===== config.mk =====
export PLATFORM = sky130hd
export DESIGN_NAME = shift_operand_stage
export DESIGN_NICKNAME = d
export VERILOG_FILES = /design/src/rtl/shift_pkg.sv /design/src/rtl/shift_decode.sv /design/src/rtl/shift_operand_stage.sv
export SDC_FILE = /design/constraint.sdc
export NUM_CORES = 1
export LEC_CHECK = 0
export ABC_AREA = 1
export BUFFER_PORTS_ARGS = -buffer_cell sky130_fd_sc_hd__buf_2
export CAP_MARGIN = 20
export CORE_UTILIZATION = 50
export DETAILED_ROUTE_END_ITERATION = 12
export HOLD_SLACK_MARGIN = 0.05
export PLACE_DENSITY_LB_ADDON = 0.1
export SYNTH_ARGS = -nofsm -noshare
export SYNTH_HDL_FRONTEND = slang
export SYNTH_SLANG_ARGS = --single-unit

===== constraint.sdc =====
create_clock -name i_clk -period 1.89 [get_ports i_clk]
set_clock_uncertainty 0.1 [all_clocks]
set_input_delay 0.378 -clock i_clk [delete_from_list [all_inputs] [get_ports i_clk]]
set_output_delay 0.378 -clock i_clk [all_outputs]
set_load 0.05 [all_outputs]

===== src/rtl/shift_pkg.sv =====
// Shared types and RV32I encoding constants for the shift operand stage.
package shift_pkg;

   typedef enum logic [1:0] {
      OpSll = 2'd0,
      OpSrl = 2'd1,
      OpSra = 2'd2
   } shift_op_e;

   localparam logic [6:0] OPC_OP     = 7'b0110011;
   localparam logic [6:0] OPC_OP_IMM = 7'b0010011;
   localparam logic [2:0] F3_SLL     = 3'b001;
   localparam logic [2:0] F3_SR      = 3'b101;
   localparam logic [6:0] F7_ZERO    = 7'b0000000;
   localparam logic [6:0] F7_SRA     = 7'b0100000;

   typedef struct packed {
      logic [31:0] a;
      logic [4:0]  shamt;
      shift_op_e   op;
      logic [4:0]  rd;
      logic        illegal;
   } shift_req_t;

endpackage


===== src/rtl/shift_decode.sv =====
// Combinational decode of an RV32I word into a shift request.
module shift_decode
   import shift_pkg::*;
(
   input  logic [31:0] i_instr,
   input  logic [31:0] i_rs1_data,
   input  logic [31:0] i_rs2_data,
   output shift_req_t  o_req
);

   logic [6:0] w_opc;
   logic [2:0] w_f3;
   logic [6:0] w_f7;
   logic       w_is_op;
   logic       w_is_imm;

   assign w_opc    = i_instr[6:0];
   assign w_f3     = i_instr[14:12];
   assign w_f7     = i_instr[31:25];
   assign w_is_op  = (w_opc == OPC_OP);
   assign w_is_imm = (w_opc == OPC_OP_IMM);

   always_comb begin
      o_req         = '0;
      o_req.op      = OpSll;
      o_req.rd      = i_instr[11:7];
      o_req.illegal = 1'b1;
      if (w_is_op || w_is_imm) begin
         // f7 is compared whole, so an OP-IMM word with instr[25] set is rejected
         if (w_f3 == F3_SLL && w_f7 == F7_ZERO) begin
            o_req.op      = OpSll;
            o_req.illegal = 1'b0;
         end else if (w_f3 == F3_SR && w_f7 == F7_ZERO) begin
            o_req.op      = OpSrl;
            o_req.illegal = 1'b0;
         end else if (w_f3 == F3_SR && w_f7 == F7_SRA) begin
            o_req.op      = OpSra;
            o_req.illegal = 1'b0;
         end
      end
      if (!o_req.illegal) begin
         o_req.a     = i_rs1_data;
         o_req.shamt = w_is_op ? i_rs2_data[4:0] : i_instr[24:20];
      end
   end

endmodule


===== src/rtl/shift_operand_stage.sv =====
// Registered shift operand stage: decode feeding a 2-entry skid buffer with registered ready.
module shift_operand_stage
   import shift_pkg::*;
(
   input  logic        i_clk,
   input  logic        i_rst_n,
   input  logic        i_flush,
   input  logic        i_valid,
   output logic        o_ready,
   input  logic [31:0] i_instr,
   input  logic [31:0] i_rs1_data,
   input  logic [31:0] i_rs2_data,
   output logic        o_valid,
   input  logic        i_ready,
   output logic [31:0] o_a,
   output logic [4:0]  o_shamt,
   output logic [1:0]  o_op,
   output logic [4:0]  o_rd,
   output logic        o_illegal
);

   typedef enum logic [1:0] {
      StEmpty = 2'd0,
      StOne   = 2'd1,
      StFull  = 2'd2
   } buf_state_e;

   buf_state_e r_state;
   shift_req_t r_out;
   shift_req_t r_skid;
   logic       r_valid;
   logic       r_ready;

   shift_req_t w_dec;
   logic       w_enq;
   logic       w_deq;

   shift_decode u_decode (
      .i_instr    (i_instr),
      .i_rs1_data (i_rs1_data),
      .i_rs2_data (i_rs2_data),
      .o_req      (w_dec)
   );

   assign w_enq = i_valid & r_ready;
   assign w_deq = r_valid & i_ready;

   always_ff @(posedge i_clk) begin
      if (!i_rst_n) begin
         r_state <= StEmpty;
         r_valid <= 1'b0;
         r_ready <= 1'b1;
         r_out   <= '0;
         r_skid  <= '0;
      end else if (i_flush) begin
         // Buffered data is left in place; valid going low is enough to drop it
         r_state <= StEmpty;
         r_valid <= 1'b0;
         r_ready <= 1'b1;
      end else begin
         unique case (r_state)
            StEmpty: begin
               if (w_enq) begin
                  r_out   <= w_dec;
                  r_valid <= 1'b1;
                  r_state <= StOne;
               end
            end
            StOne: begin
               if (w_enq && !w_deq) begin
                  r_skid  <= w_dec;
                  r_ready <= 1'b0;
                  r_state <= StFull;
               end else if (w_enq && w_deq) begin
                  r_out   <= w_dec;
               end else if (w_deq) begin
                  r_valid <= 1'b0;
                  r_state <= StEmpty;
               end
            end
            StFull: begin
               if (w_deq) begin
                  r_out   <= r_skid;
                  r_ready <= 1'b1;
                  r_state <= StOne;
               end
            end
            default: begin
               r_state <= StEmpty;
               r_valid <= 1'b0;
               r_ready <= 1'b1;
            end
         endcase
      end
   end

   assign o_ready   = r_ready;
   assign o_valid   = r_valid;
   assign o_a       = r_out.a;
   assign o_shamt   = r_out.shamt;
   assign o_op      = r_out.op;
   assign o_rd      = r_out.rd;
   assign o_illegal = r_out.illegal;

endmodule


==> results of run 1 <==
-- worst register-to-register path, stage by stage, from the launching register on --
cell and delay [ps]:
dfxtp_1 460, inv_2 90, nor2_4 150, nand2_1 110, nand2_2 110, inv_2 60
nand3_4 50, buf_4 280, a21oi_1 100, a21oi_1 160
-- final cells by class --
cell class	instances	area, µm²
well taps	102	127.6
multi-input cells	387	1912
repair buffers	134	780.7
clock buffers	12	135.1
flip-flops and latches	94	1883
inverters	21	81.33
fillers	701	2882
clock inverters	3	46.29
-- repair_timing --
item	in CTS	in global routing
endpoints found under the setup margin	0	7
buffers inserted	0	0
hold buffers	0	0
resized for setup	0	2
-- final timing paths --
kind	startpoint	endpoint	slack, ps	cells after the start
min reg2reg	r_skid[3]	r_skid[3]	350	2
max reg2reg	r_state[1]	o_a[10]	150	9
max	r_state[1]	o_a[10]	150	9
min	i_instr[11]	r_skid[5]	160	3
-- cell usage in the layout, fill, tap and decap left out, types with 3 or more instances in the layout --
master and instances:
inv_1 15, inv_2 5, buf_2 115, nand2_1 77
a21oi_1 125, nand3_1 11, buf_4 14, nor2_1 29
o21ai_0 82, clkbuf_1 3, dfxtp_1 93, nor2_4 4
nand4_1 39, o21ai_1 13, clkbuf_8 9, buf_12 5
-- registers in the layout, indices dropped and copies added, names as in the netlist --
name / cells
r_skid: 45
o_a: 32
o_rd: 5
o_shamt: 5
o_op: 2
r_state: 2
o_illegal: 1
o_ready: 1
o_valid: 1
-- kinds of logic (layout without fill, tap and decap cells) --
family / after synthesis / after routing / share of synthesized area
compound gates: 223 / 223 / 0.2739
buf+inv: 68 / 170 / 0.07657
simple gates: 164 / 164 / 0.1907
flops: 94 / 94 / 0.4588
-- routing by layer --
layer  global-route usage  vias up
li1                     -     2108
met1               0.3208     1925
met2               0.4333      170
met3              0.04680       13
met4              0.07943        0
met5                    0        -
-- stage by stage --
| step | instances | instance area, µm² | power [mW] | setup WS, ps | hold slack [ps] |
|---|---|---|---|---|---|
| floorplan | 549 | 4103 | 2.692 | 39.27 | 329.8 |
| global placement | 738 | 4782 | 2.915 | 91.00 | 339.4 |
| detailed placement | 738 | 4782 | 2.928 | 18.54 | 345.8 |
| CTS | 753 | 4964 | 4.189 | 44.55 | 165.7 |
| global route | 753 | 4966 | 4.341 | 1.744 | 167.9 |
| finish | 753 | 4966 | 4.188 | 149.9 | 163.2 |
-- power by group through the flow --
stage	sequential, mW	combinational (mW)	clock [mW]
4_1_cts	2.13	0.756	1.30
2_1_floorplan	2.44	0.254	0
3_5_place_dp	2.17	0.753	0
6_report	2.13	0.756	1.30
5_1_grt	2.14	0.814	1.38
3_3_place_gp	2.17	0.744	0
==> flow_summary.yaml, run 1 <==
outcome:
  status: "finished, final reports clean"
timing:
  hold_viol_final: 0
  max_freq_mhz: 574.7
  setup_violations: 0
  finalCritPeriodShare: 0.9207
  fin_crit_ps: 1740
  grt_setup_unrepaired: "no"
  relSlewSlack: 0.6437
  tightestPinTransition_ps: 534.5
  final_max_slew_viol_count: 0
  tns_ps: 0
worst_setup_path:
  slowest_delay_ps: 460
  critPathBufInv: 3
  cp_data_arrival_time_ps: 1920
  critPathTopFamily: "flip-flops"
  critical_path_class: "reg2reg"
  end_kind: "register"
  cp_max_fo: 23
  crit_chain: "inv_2 -> nor2_4 -> nand2_1 -> nand2_2 -> inv_2 -> nand3_4 -> buf_4 -> a21oi_1 -> a21oi_1"
  required_ps: 2070
  crit_path_start_kind: "register"
  slowest_stage: "dfxtp_1"
floorplanning:
  ioPinCount: 148
  die_h_um: 92.57
  dieArea_um2: 8569
  floorplan.initialDensity: 0.5226
  die_w_um: 92.57
  coreArea_um2: 7848
  num_rows: 32
detailed_routing:
  highest_layer: "met4"
  wirelength_met1_um: 4748
  drtPass1Iterations: 5
  dr_total_vias: 4216
  wl_um: 10790
  antenna_left: 0
  dr_wl_met3_um: 741
  wire_per_inst_um: 14.33
  dr.first_iter.drc_count: 242
  wl_met2_um: 5153
  remaining_drc_errors: 0
  viasPerCell: 5.599
clock_tree:
  cts.sinks: 94
  htreeDepth: 3
  clk_pin_slew_ps: 100
  clk-insertion-delay-late_ps: 350
  clock_path_buffers: 2
  numCtsBuffers: 9
  cts_tree: "built"
  cts_root_buffer: "clkbuf_8"
power:
  p_leak_nw: 2.138
  combPwrFrac: 0.180
  p_switching_mw: 1.282
  switching_share: 0.3061
  clkPwrFrac: 0.311
  p_int_mw: 2.906
  pwr-share-seq: 0.509
  ir_drop_v: 0.0004332
  power_density_nw_per_um2: 843.4
flow_run:
  maxCapViolCount: 0
synthesis:
  ys_warn_count: 0
  synth_common_cells: "125 x a21oi_1, 94 x dfxtp_1, 82 x o21ai_0, 77 x nand2_1, 39 x nand4_1"
  seq_area_frac_synth: 0.4588
  yosysTopAreaCell: "dfxtp_1"
  ys_ff_latch: 94
  syn_avg_cell_area_um2: 7.471
  synthCells: 549
  synth_area_um2: 4101
  yosys.cell_count.top_type: "a21oi_1"
  synth_edf_count: 0
  synthArstFlopShare: 0
  syn_nets: 650
  netlist.area_leader.share: 0.4588
  synth-main-ff-cell: "dfxtp_1"
  synth_cell_type_count: 24
  synth_area_leaders: "dfxtp_1 46%, a21oi_1 15%, o21ai_0 10%"
cells_and_area:
  fin_nets: 748
  diodes: 0
  utilization: 0.6328
  syn2layout_area_growth_pct: 21.08
  post_route_cells_drive_above_1_share: 0.2473
grt:
  grt_pass1_wl_um: 17590
  antenna_found_initial: 0
  grt_overflow: 0
  grt_max_degree: 51
  grt_usage: 0.2530
  grt_pass1_vias: 3827
placed_design:
  dp_hpwl_um: 7088
  finalWeightedCongestion: 0.9200
  io_buffers: 115
hold_path:
  hold_path_class: "in2reg"
No activity file was read; power rests on OpenSTA's default activity.
==> inputs of run 2 (changes only) <==
Settings changed: CORE_UTILIZATION 50 to 53, SYNTH_HIERARCHICAL set to 1.
==> flow_summary.yaml, run 2 <==
grt:
  antenna_found_initial: 0
  grt_max_degree: 46
  grt_pass1_wl_um: 20560
  grt_usage: 0.2488
  grt_overflow: 0
  grt_pass1_vias: 4689
synthesis:
  synth-main-ff-cell: "dfxtp_1"
  synth_edf_count: 0
  syn_avg_cell_area_um2: 6.389
  ys_ff_latch: 94
  synth_area_leaders: "dfxtp_1 36%, nand2_1 12%, nor2_1 11%"
  synth_common_cells: "171 x nand2_1, 151 x nor2_1, 97 x nand3_1, 95 x inv_1, 94 x dfxtp_1"
  seq_area_frac_synth: 0.3641
  synthCells: 809
  synth_cell_type_count: 24
  yosysTopAreaCell: "dfxtp_1"
  synthArstFlopShare: 0
  ys_warn_count: 6
  synth_area_um2: 5169
  yosys.cell_count.top_type: "nand2_1"
  syn_nets: 910
  netlist.area_leader.share: 0.3641
detailed_routing:
  wire_per_inst_um: 11.57
  antenna_left: 0
  dr_total_vias: 5078
  viasPerCell: 4.935
  wl_um: 11910
  dr.first_iter.drc_count: 219
  drtPass1Iterations: 4
  remaining_drc_errors: 0
worst_setup_path:
  r2r_cells: 7
  reg2reg_to: "r_skid[38]"
  critical_path_class: "reg2reg"
  cp_max_fo: 45
  cpMostUsedCell: "nor2_1"
  reg2reg_slack_ps: 230
  crit_end: "r_skid[38]"
  required_ps: 2080
  end_kind: "register"
  cp-startpoint: "o_valid"
  crit_chain: "nand2_1 -> inv_1 -> nor2_4 -> nand3_4 -> inv_6 -> nor2_1 -> nor2_1"
  cp_data_arrival_time_ps: 1850
  crit_path_start_kind: "register"
  slowest_stage: "inv_6"
  slowest_delay_ps: 360
  reg2reg_from: "o_valid"
floorplanning:
  ioPinCount: 148
  num_rows: 35
  die_h_um: 100.8
  die_w_um: 100.8
  dieArea_um2: 10150
  coreArea_um2: 9328
  floorplan.initialDensity: 0.5541
timing:
  final_max_slew_viol_count: 0
  max_freq_mhz: 602.8
  finalCritPeriodShare: 0.8778
  setup_ws_ps: 231.0
  tightestPinTransition_ps: 493.3
  relSlewSlack: 0.6711
  fin_crit_ps: 1659
  hold_viol_final: 0
  grt_setup_unrepaired: "no"
  setup_violations: 0
clock_tree:
  cts.sinks: 94
  numCtsBuffers: 9
  htreeDepth: 3
  clk_pin_slew_ps: 90
  cts_setup_buffers: 0
  cts_tree: "built"
  cts_root_buffer: "clkbuf_8"
  clock_path_buffers: 2
  clk-insertion-delay-late_ps: 360
cells_and_area:
  top_register: "r_skid"
  largest_reg_flops: 45
  fin_nets: 996
  diodes: 0
  design_area_um2: 5997
  final_cell_mix: "171 x nand2_1, 151 x nor2_1, 115 x buf_2"
  mostFrequentLayoutCell: "nand2_1"
  syn2layout_area_growth_pct: 16.03
  post_route_cells_drive_above_1_share: 0.2144
power:
  power_density_nw_per_um2: 764.3
  ir_drop_v: 0.0004259
  p_leak_nw: 3.004
  total_power_mw: 4.584
placed_design:
  finalWeightedCongestion: 0.7879
  place_ws_ps: -1.275
  io_buffers: 115
  dp_hpwl_um: 7984
  detailed_place.area_um2: 5772
hold_path:
  hold_path_class: "in2reg"
  hp-start: "i_instr[9]"
flow_run:
  maxCapViolCount: 0
outcome:
  status: "finished, final reports clean"
==> run 2: cell types whose count changed in the layout (fill, tap and decap cells not counted), moves of 3 or more <==
| cell | previous run | this run |
|---|---|---|
| a21oi_1 | 125 | 48 |
| buf_12 | 5 | 10 |
| buf_4 | 14 | 9 |
| inv_1 | 15 | 95 |
| inv_2 | 5 | 2 |
| nand2_1 | 77 | 171 |
| nand3_1 | 11 | 97 |
| nand4_1 | 39 | 1 |
| nor2_1 | 29 | 151 |
| nor2_2 | 0 | 24 |
| nor2_4 | 4 | 10 |
| o21ai_0 | 82 | 46 |
| o21ai_1 | 13 | 0 |
==> run 2: how the worst min path moves through the flow <==
| stage | cells after the start | end |
|---|---|---|
| 2_1_floorplan | 2 | r_skid[19] |
| 3_3_place_gp | 2 | o_a[8] |
| 3_5_place_dp | 2 | o_illegal |
| 4_1_cts | 3 | r_skid[3] |
| 5_1_grt | 3 | r_skid[5] |
| 6_report | 3 | r_skid[3] |
==> run 2: area by class of cell <==
class                   count  area (µm²)
multi-input cells         557        2510
well taps                 129       161.4
flip-flops and latches     94        1883
clock inverters             5       81.33
fillers                   902        3331
inverters                  99       376.6
clock buffers              11       141.4
repair buffers            134       843.3
==> run 2: timing repair <==
action / in CTS / in global routing
gates resized for setup: 0 / 1
hold buffers: 0 / 0
setup endpoints to repair: 0 / 2
==> run 2: worst max-delay path, delay by kind of cell, from the launching register on <==
| family | cells | cell delay, ps |
|---|---|---|
| buffers and inverters | 2 | 460 |
| and+or+nand+nor | 5 | 680 |
| DFF | 1 | 340 |
==> run 2: per-layer routing <==
metal / vias up / part of all wire / track usage
li1: 2655 / - / -
met1: 2270 / 0.45 / 0.2944
met2: 141 / 0.48 / 0.4647
met3: 12 / 0.051 / 0.04369
met4: 0 / 0.013 / 0.05797
met5: - / 0 / 0
==> run 2: stage by stage <==
| stage | hold slack [ps] | std cells | util | setup TNS [ps] |
|---|---|---|---|---|
| 2_1_floorplan | 354.7 | 809 | - | 0 |
| 3_3_place_gp | 353.5 | 1013 | 0.6188 | 0 |
| 3_5_place_dp | 365.5 | 1013 | 0.6188 | -1.275 |
| 4_1_cts | 186.1 | 1029 | 0.6427 | 0 |
| 5_1_grt | 218.0 | 1029 | 0.6429 | 0 |
| 6_report | 193.5 | 1029 | 0.6429 | 0 |
==> run 2: where the power goes <==
| part | switching (mW) | internal, mW |
|---|---|---|
| logic | 0.659 | 0.294 |
| clock network | 0.711 | 0.785 |
| registers | 0.0516 | 2.08 |
| total | 1.42 | 3.16 |
==> run 2: cells by family after synthesis <==
| kind of cell | Yosys count | synth area share |
|---|---|---|
| AND/OR/NAND/NOR | 462 | 0.3934 |
| buffers and inverters | 158 | 0.1503 |
| AO/OA/AOI/OAI | 95 | 0.09223 |
| flip-flops | 94 | 0.3641 |
